<file path="config.mk">
export PLATFORM = sky130hd
export DESIGN_NAME = fir_ntap_pipe_flat
export DESIGN_NICKNAME = d
export VERILOG_FILES = /design/src/rtl/fir_ntap_pipe_if.sv /design/src/rtl/fir_ntap_pipe.sv /design/src/flat_wrapper.sv
export SDC_FILE = /design/constraint.sdc
export NUM_CORES = 1
export LEC_CHECK = 0
export BUFFER_PORTS_ARGS = -buffer_cell sky130_fd_sc_hd__buf_4
export CORE_ASPECT_RATIO = 0.75
export CORE_MARGIN = 2
export CORE_UTILIZATION = 40
export DETAILED_ROUTE_END_ITERATION = 8
export GPL_TIMING_DRIVEN = 0
export PLACE_DENSITY_LB_ADDON = 0.05
export SYNTH_ARGS = -nofsm -noshare
export SYNTH_HDL_FRONTEND = slang
export SYNTH_SLANG_ARGS = --single-unit
</file>
<file path="constraint.sdc">
create_clock -name clk -period 4.15 [get_ports clk]
set_clock_uncertainty 0.15 [all_clocks]
set_input_delay 0.415 -clock clk [delete_from_list [all_inputs] [get_ports clk]]
set_output_delay 0.415 -clock clk [all_outputs]
set_load 0.1 [all_outputs]
</file>
<file path="src/rtl/fir_ntap_pipe_if.sv">
// Sample-stream bundle for fir_ntap_pipe: qualified input sample with its
// mode/flush controls, and the qualified filter result.
interface fir_ntap_pipe_if #(
    parameter int W    = 16,
    parameter int TAPS = 8
);
    localparam int LG = $clog2(TAPS);

    logic                   in_valid;
    logic signed [W-1:0]    a;
    logic                   avg_mode;
    logic                   flush;
    logic signed [W+LG-1:0] s;
    logic                   out_valid;

    // Sample producer side
    modport master (
        output in_valid,
        output a,
        output avg_mode,
        output flush,
        input  s,
        input  out_valid
    );

    // Filter side
    modport slave (
        input  in_valid,
        input  a,
        input  avg_mode,
        input  flush,
        output s,
        output out_valid
    );
endinterface

</file>
<file path="src/rtl/fir_ntap_pipe.sv">
// N-tap moving-sum FIR with a fully registered binary adder tree.
// Sums the TAPS most recently accepted samples; optional divide-by-TAPS
// (arithmetic shift, floor toward -inf). Results appear LG+1 edges after
// the triggering sample, one per cycle. A result is only flagged once TAPS
// samples have been accepted since reset or flush. TAPS must be a power of
// two in 2..64 and W >= 4.
module fir_ntap_pipe #(
    parameter int W    = 16,
    parameter int TAPS = 8
) (
    input  logic           clk,
    input  logic           reset,
    fir_ntap_pipe_if.slave bus
);
    localparam int LG = $clog2(TAPS);
    localparam int SW = W + LG;
    localparam int CW = $clog2(TAPS + 1);

    // Tree is kept as a heap: node n has children 2n and 2n+1, the leaves
    // TAPS..2*TAPS-1 are the taps. The root (node 1) is the full sum. All
    // internal nodes are carried at the final width SW, which holds the
    // worst-case sum exactly, so nothing is ever truncated.
    logic signed [W-1:0]  r_tap  [TAPS];
    logic signed [SW-1:0] r_node [1:TAPS-1];
    logic signed [SW-1:0] w_node [1:2*TAPS-1];
    logic [CW-1:0]        r_fill;
    logic [LG:0]          r_tag_v;
    logic [LG:0]          r_tag_avg;
    logic signed [SW-1:0] r_s;
    logic                 r_out_valid;
    logic                 w_accept;
    logic                 w_full_after;

    // Accept qualification: flush overrides a simultaneous sample
    always_comb begin
        w_accept     = bus.in_valid & ~bus.flush;
        w_full_after = 1'b0;
        if (r_fill >= CW'(TAPS - 1)) begin
            w_full_after = 1'b1;
        end else begin
            w_full_after = 1'b0;
        end
    end

    // Heap view of the tree: internal registers plus sign-extended taps
    always_comb begin
        for (int n = 1; n < TAPS; n++) begin
            w_node[n] = r_node[n];
        end
        for (int i = 0; i < TAPS; i++) begin
            w_node[TAPS + i] = SW'(r_tap[i]);
        end
    end

    // Delay line and saturating fill counter
    always_ff @(posedge clk or negedge reset) begin
        if (!reset) begin
            for (int i = 0; i < TAPS; i++) begin
                r_tap[i] <= {W{1'b0}};
            end
            r_fill <= {CW{1'b0}};
        end else if (bus.flush) begin
            for (int i = 0; i < TAPS; i++) begin
                r_tap[i] <= {W{1'b0}};
            end
            r_fill <= {CW{1'b0}};
        end else if (bus.in_valid) begin
            r_tap[0] <= bus.a;
            for (int i = 1; i < TAPS; i++) begin
                r_tap[i] <= r_tap[i-1];
            end
            if (r_fill != CW'(TAPS)) begin
                r_fill <= r_fill + CW'(1);
            end
        end
    end

    // Adder tree: every level registers the pairwise sums of the level below
    always_ff @(posedge clk or negedge reset) begin
        if (!reset) begin
            for (int n = 1; n < TAPS; n++) begin
                r_node[n] <= {SW{1'b0}};
            end
        end else begin
            for (int n = 1; n < TAPS; n++) begin
                r_node[n] <= w_node[2*n] + w_node[2*n + 1];
            end
        end
    end

    // Valid/mode tag travels alongside the tree, one stage per edge
    always_ff @(posedge clk or negedge reset) begin
        if (!reset) begin
            r_tag_v   <= {(LG+1){1'b0}};
            r_tag_avg <= {(LG+1){1'b0}};
        end else begin
            r_tag_v[0]      <= w_accept & w_full_after;
            r_tag_avg[0]    <= bus.avg_mode & ~bus.flush;
            r_tag_v[LG:1]   <= r_tag_v[LG-1:0];
            r_tag_avg[LG:1] <= r_tag_avg[LG-1:0];
        end
    end

    // Output register: load sum or floor-average when the tag is valid
    always_ff @(posedge clk or negedge reset) begin
        if (!reset) begin
            r_s         <= {SW{1'b0}};
            r_out_valid <= 1'b0;
        end else if (r_tag_v[LG]) begin
            r_out_valid <= 1'b1;
            if (r_tag_avg[LG]) begin
                r_s <= w_node[1] >>> LG;
            end else begin
                r_s <= w_node[1];
            end
        end else begin
            r_out_valid <= 1'b0;
        end
    end

    assign bus.s         = r_s;
    assign bus.out_valid = r_out_valid;
endmodule

</file>
<file path="src/flat_wrapper.sv">
// flat-port wrapper written by rule: the top's interface ports become plain ports
module fir_ntap_pipe_flat 
#(
    parameter int W    = 16,
    parameter int TAPS = 8
)
  (clk, reset, bus_in_valid, bus_a, bus_avg_mode, bus_flush, bus_s, bus_out_valid);
  fir_ntap_pipe_if #(.W(W), .TAPS(TAPS)) bus_i ();
  input  logic clk;
  input  logic reset;
  input wire logic [$bits(bus_i.in_valid)-1:0] bus_in_valid;
  input wire logic [$bits(bus_i.a)-1:0] bus_a;
  input wire logic [$bits(bus_i.avg_mode)-1:0] bus_avg_mode;
  input wire logic [$bits(bus_i.flush)-1:0] bus_flush;
  output wire logic [$bits(bus_i.s)-1:0] bus_s;
  output wire logic [$bits(bus_i.out_valid)-1:0] bus_out_valid;
  assign bus_i.in_valid = bus_in_valid;
  assign bus_i.a = bus_a;
  assign bus_i.avg_mode = bus_avg_mode;
  assign bus_i.flush = bus_flush;
  assign bus_s = bus_i.s;
  assign bus_out_valid = bus_i.out_valid;
  fir_ntap_pipe #(.W(W), .TAPS(TAPS)) u_core (.clk(clk), .reset(reset), .bus(bus_i));
endmodule
</file>
Word-level counts from Yosys, hierarchy flattened
Index checks and enable logic that the tools add are counted.
Word-level totals
  register bits after elaboration: 293
  input bits: 21
  output and inout bits: 20
  logic and storage cells: 45
Cells by class
  multiplexer cells: 8
  magnitude comparators: 1
  add/subtract/negate cells: 8
  reductions and logical operators: 3
  equal/unequal tests: 1
  bitwise logic cells: 4
Operators by type and width (number)
  two-way mux 128 bit: 2
  adder 16 x 16 -> 17 bit: 4
  adder 19 bit: 3
  two-way mux 18 bit: 1
  two-way mux 4 bit: 3
  adder 4 x 1 -> 4 bit, second input constant: 1
  greater-or-equal comparator 4 x 3 -> 1 bit, second input constant: 1
  != test 4 bit, second input constant: 1
  nonzero test 2 bit: 2
  AND 1 bit: 3
  two-way mux 1 bit: 2
  AND reduction 2 bit: 1
  inverter 1 bit: 1

Depth between registers and ports, before layout
  depth after elaboration: 4
  gate-level depth with buffers: 9
  gate-level depth less buffers: 9

Least setup slack after synthesis
OpenSTA, ideal clock, no wires.
  kind: flip-flop to flip-flop
  start point: register u_core.r_tap[32] (netlist bit)
  end point: register u_core.r_node[33] (netlist bit)
  clock period less this slack: 2.436 ns
  buffers on the path: 0
  stages on the path, launching flop included: 9
  arrival time: 2.159 ns
  required time: 3.872 ns
  setup time: 0.128 ns
  slack: 1.714 ns
  cell sequence: dfrtp_1 -> ha_1 -> fa_1 -> a211o_1 -> a211oi_1 -> nor2_1 -> a41o_1 -> o21bai_1 -> xor2_1
Between the ends
  word-level cells in the longest chain between the ends: 1
Ends and longest elaborated chain
  from (decl): line fir_ntap_pipe.sv:23  | logic signed [W-1:0] r_tap [TAPS];
  from (signal, indexed assignment): line fir_ntap_pipe.sv:59  | r_tap[i] <= {W{1'b0}};
  from (signal, indexed assignment): line fir_ntap_pipe.sv:64  | r_tap[i] <= {W{1'b0}};
  from (signal, indexed assignment): line fir_ntap_pipe.sv:70  | r_tap[i] <= r_tap[i-1];
  adder 16 x 16 -> 17 bit: line fir_ntap_pipe.sv:86  | r_node[n] <= w_node[2*n] + w_node[2*n + 1];
  to (signal, indexed assignment): line fir_ntap_pipe.sv:82  | r_node[n] <= {SW{1'b0}};
  to (signal, indexed assignment): line fir_ntap_pipe.sv:86
  to (decl): line fir_ntap_pipe.sv:24  | logic signed [SW-1:0] r_node [1:TAPS-1];
Every way passes these cells.
A chain may end at the register's enable or synchronous reset.

Worst setup path after layout
  start point: register u_core.r_tap[32] (netlist bit)
  end point: register u_core.r_node[29] (netlist bit)
The elaborated chain is that of the path after synthesis.

==> impl_metrics.csv <==
group,metric,value,unit
synth,syn_area,15000,µm²
sta,max-slew-margin-rel,0.247,
floorplanning,die_height,172,µm
setup_path,r2r-end,"u_core.r_node[29]",
sta,hold_viol_final,0,
clock_network,h-tree-depth,1,
clock_network,cts_inserted_buffers,31,
floorplanning,pin_count,41,
layout,fin_util,0.465,
setup_path,worstReg2RegStart,"u_core.r_tap[32]",
layout,areaGrowthSynthToFinish,14.7,%
clock_network,clockRootBuffer,"clkbuf_16",
floorplanning,coreArea,37000,µm²
global_routing,antenna_found_initial,3,
power_and_ir_drop,power,0.00634,W
setup_path,path_max_fanout,4,
synth,synth.area.top_cells,"dfrtp_1 47%, mux2i_1 9.9%, ha_1 9.8%",
placed_design,port_buffers,38,
sta,rsz0062_at_grt,"no",
min_path,worstHoldPathType,"flop to flop",
clock_network,clk_latency,0.57,ns
setup_path,cp-start-kind,"flop",
clock_network,cts_tree,"yes",
drt,drt_iter0_drc,587,
synth,synth_edf_count,0,
sta,setup_slack,1.03,ns
sta,period_share,0.753,
power_and_ir_drop,leakagePower,8.90,nW
global_routing,grt_max_degree,124,
setup_path,crit_type,"flop to flop",
sta,min_period,3.12,ns
drt,vias,10300,
drt,firstDrtPassIters,5,
floorplanning,initial_utilization,0.406,
power_and_ir_drop,power_density,368,nW/µm²
global_routing,grt_usage,0.189,
drt,via_per_inst,5.16,
min_path,hold_path_end,"u_core.r_tag_v[2]",
sta,setup-violations-final,0,
synth,avgSynthCellArea,10.8,µm²
synth,yosys_register_bits,285,
floorplanning,placementRows,61,
setup_path,cp.arrival,3.37,ns
synth,ys_types,68,
placed_design,pre_cts_ws,1.12,ns
synth,synth_area_leader_cell,"dfrtp_1",
synth,ys.flop_type,"dfrtp_1",
drt,totalWireLength,36.1,mm
flow_run,drv_cap,0,
synth,syn-num-nets,1534,
global_routing,grt.overflow.total,0,
clock_network,cts_buffer_depth,3,
synth,synth_seq_area_share,0.475,
synth,async_flop_share,1.00,
sta,worst_slew_pin_slew,1.13,ns
setup_path,worstPathRequired,4.40,ns
sta,finalHoldWorstSlack,0.204,ns
min_path,hold_depth,0,
clock_network,cts_sinks,285,
synth,yosysTopAreaCellShare,0.475,
drt,wire_per_inst,18.0,µm
layout,layout-drive-gt1-share,0.0779,
floorplanning,die-area,39100,µm²
drt,ant_nets,0,
setup_path,reg2reg_slack,1.03,ns
drt,drc_errors,0,
floorplanning,die_x,228,µm
placed_design,hpwl,27.4,mm
synth,syn_inst,1388,
sta,finalMaxSlewViolations,0,
setup_path,worstSetupEndpointType,"flop",
sta,fin_tns_setup,0,ns
synth,yosys_warnings,0,
sta,fmax,320,MHz
global_routing,grt_pass1_wl,58.4,mm
setup_path,rr_worst_depth,8,
clock_network,cts.clk_slew.worst_paths,0.06,ns
synth,ys_top_cells_by_count,"285 x dfrtp_1, 210 x nor2_1, 148 x mux2i_1",
clock_network,cts_setup_buffers,0,
placed_design,gp_congestion,0.893,
global_routing,grt_pass1_vias,10300,
layout,diodes,0,
synth,post-synth-top-count-cell,"dfrtp_1",
status,status,"completed",
power_and_ir_drop,peakVddDrop,0.000239,V
min_path,hp-start,"u_core.r_tag_v[1]",
layout,nets,1625,
## worst max-delay path: stages (launching register included)
cell      delay [ns]
dfrtp_1         0.42
ha_1            0.26
fa_1            0.42
a211o_1         0.33
a211oi_1        0.33
o21bai_1        0.15
a21oi_2         0.28
o21ai_1         0.13
xnor2_1         0.47
## placed cells by master (no fill, tap or decap), types with 6 or more instances in the layout
cell type      synthesis  layout
dfrtp_1              285     285
nor2_1               210     210
mux2i_1              148     148
ha_1                 118     118
a21oi_1               93      93
xnor2_1               64      64
inv_1                 42      42
a21o_1                41      41
buf_4                  0      37
nand2_1               35      35
clkbuf_16              0      31
o21ai_0               29      29
xor2_1                28      28
clkbuf_1              22      27
nand2b_1              20      20
o21ai_1               19      19
a211oi_1              19      19
dlygate4sd3_1          0      18
o21a_1                17      17
nor2b_1               16      16
nor3_1                15      15
nand3_1               12      12
o21bai_1              12      12
buf_2                 10      10
buf_1                 10      10
and3_1                 9       9
a31oi_1                9       9
clkbuf_8               0       8
o31ai_1                7       7
nand4_1                7       7
fa_1                   7       7
o221ai_1               6       6
## kinds of logic after synthesis
family,synth area share
adders and majority gates,0.108
and+or+nand+nor,0.102
buffers and inverters,0.0218
AOI/OAI and AO/OA,0.141
xor gates and xnor gates,0.0536
muxes,0.0994
DFF,0.475
## per-stage QoR
step                instance area (µm²)  cells
global route                      17200   2005
finish                            17200   2005
global placement                  15900   1930
detailed placement                16000   1932
floorplan                         15000   1388
CTS                               17200   2005
## layer usage
metal,track usage,part of all wire,vias to the layer above
met1,0.290,0.53,5024
li1,-,-,5115
met2,0.272,0.40,164
met3,0.0398,0.047,43
met5,0,0,-
met4,0.0400,0.020,0
## sequential cells by signal, indices dropped and copies added (netlist names)
register              count
u_core.r_tap            128
u_core.r_fill             4
u_core.r_node           125
u_core.r_tag_v            4
u_core.bus.out_valid      1
u_core.r_tag_avg          4
u_core.bus.s             19
## final cells by class
type                    instances  area [µm²]
fillers                      3496       19800
multi-input cells            1019        7560
flip-flops and latches        285        7130
clock buffers                  44         905
well taps                     504         631
repair buffers                 58         528
plain buffers                  42         170
inverters                      42         158
clock inverters                11         139
## how the worst max path moves through the flow
stage / startpoint / to / slack [ns] / depth (start not counted)
finish: u_core.r_tap[32] / u_core.r_node[29] / 1.03 / 8
global route: u_core.r_tap[32] / u_core.r_node[29] / 0.91 / 8
CTS: u_core.r_tap[32] / u_core.r_node[29] / 1.10 / 8
detailed placement: u_core.r_tap[32] / u_core.r_node[29] / 1.12 / 8
global placement: reset / u_core.r_tap[124] / -0.09 / 1
floorplan: u_core.r_tap[32] / u_core.r_node[33] / 1.71 / 8
## power breakdown
group	internal (W)	switching (W)	leakage [nW]
sequential	0.00288	0.0000611	3.89
combinational	0.000205	0.000371	4.49
clock	0.00169	0.00113	0.512
## repair_timing
item | CTS | global route
endpoints found under the hold margin | 71 | 0
resized for setup | 0 | 0
hold buffers | 18 | 0
Note: power is estimated with default switching activity, not from simulation.
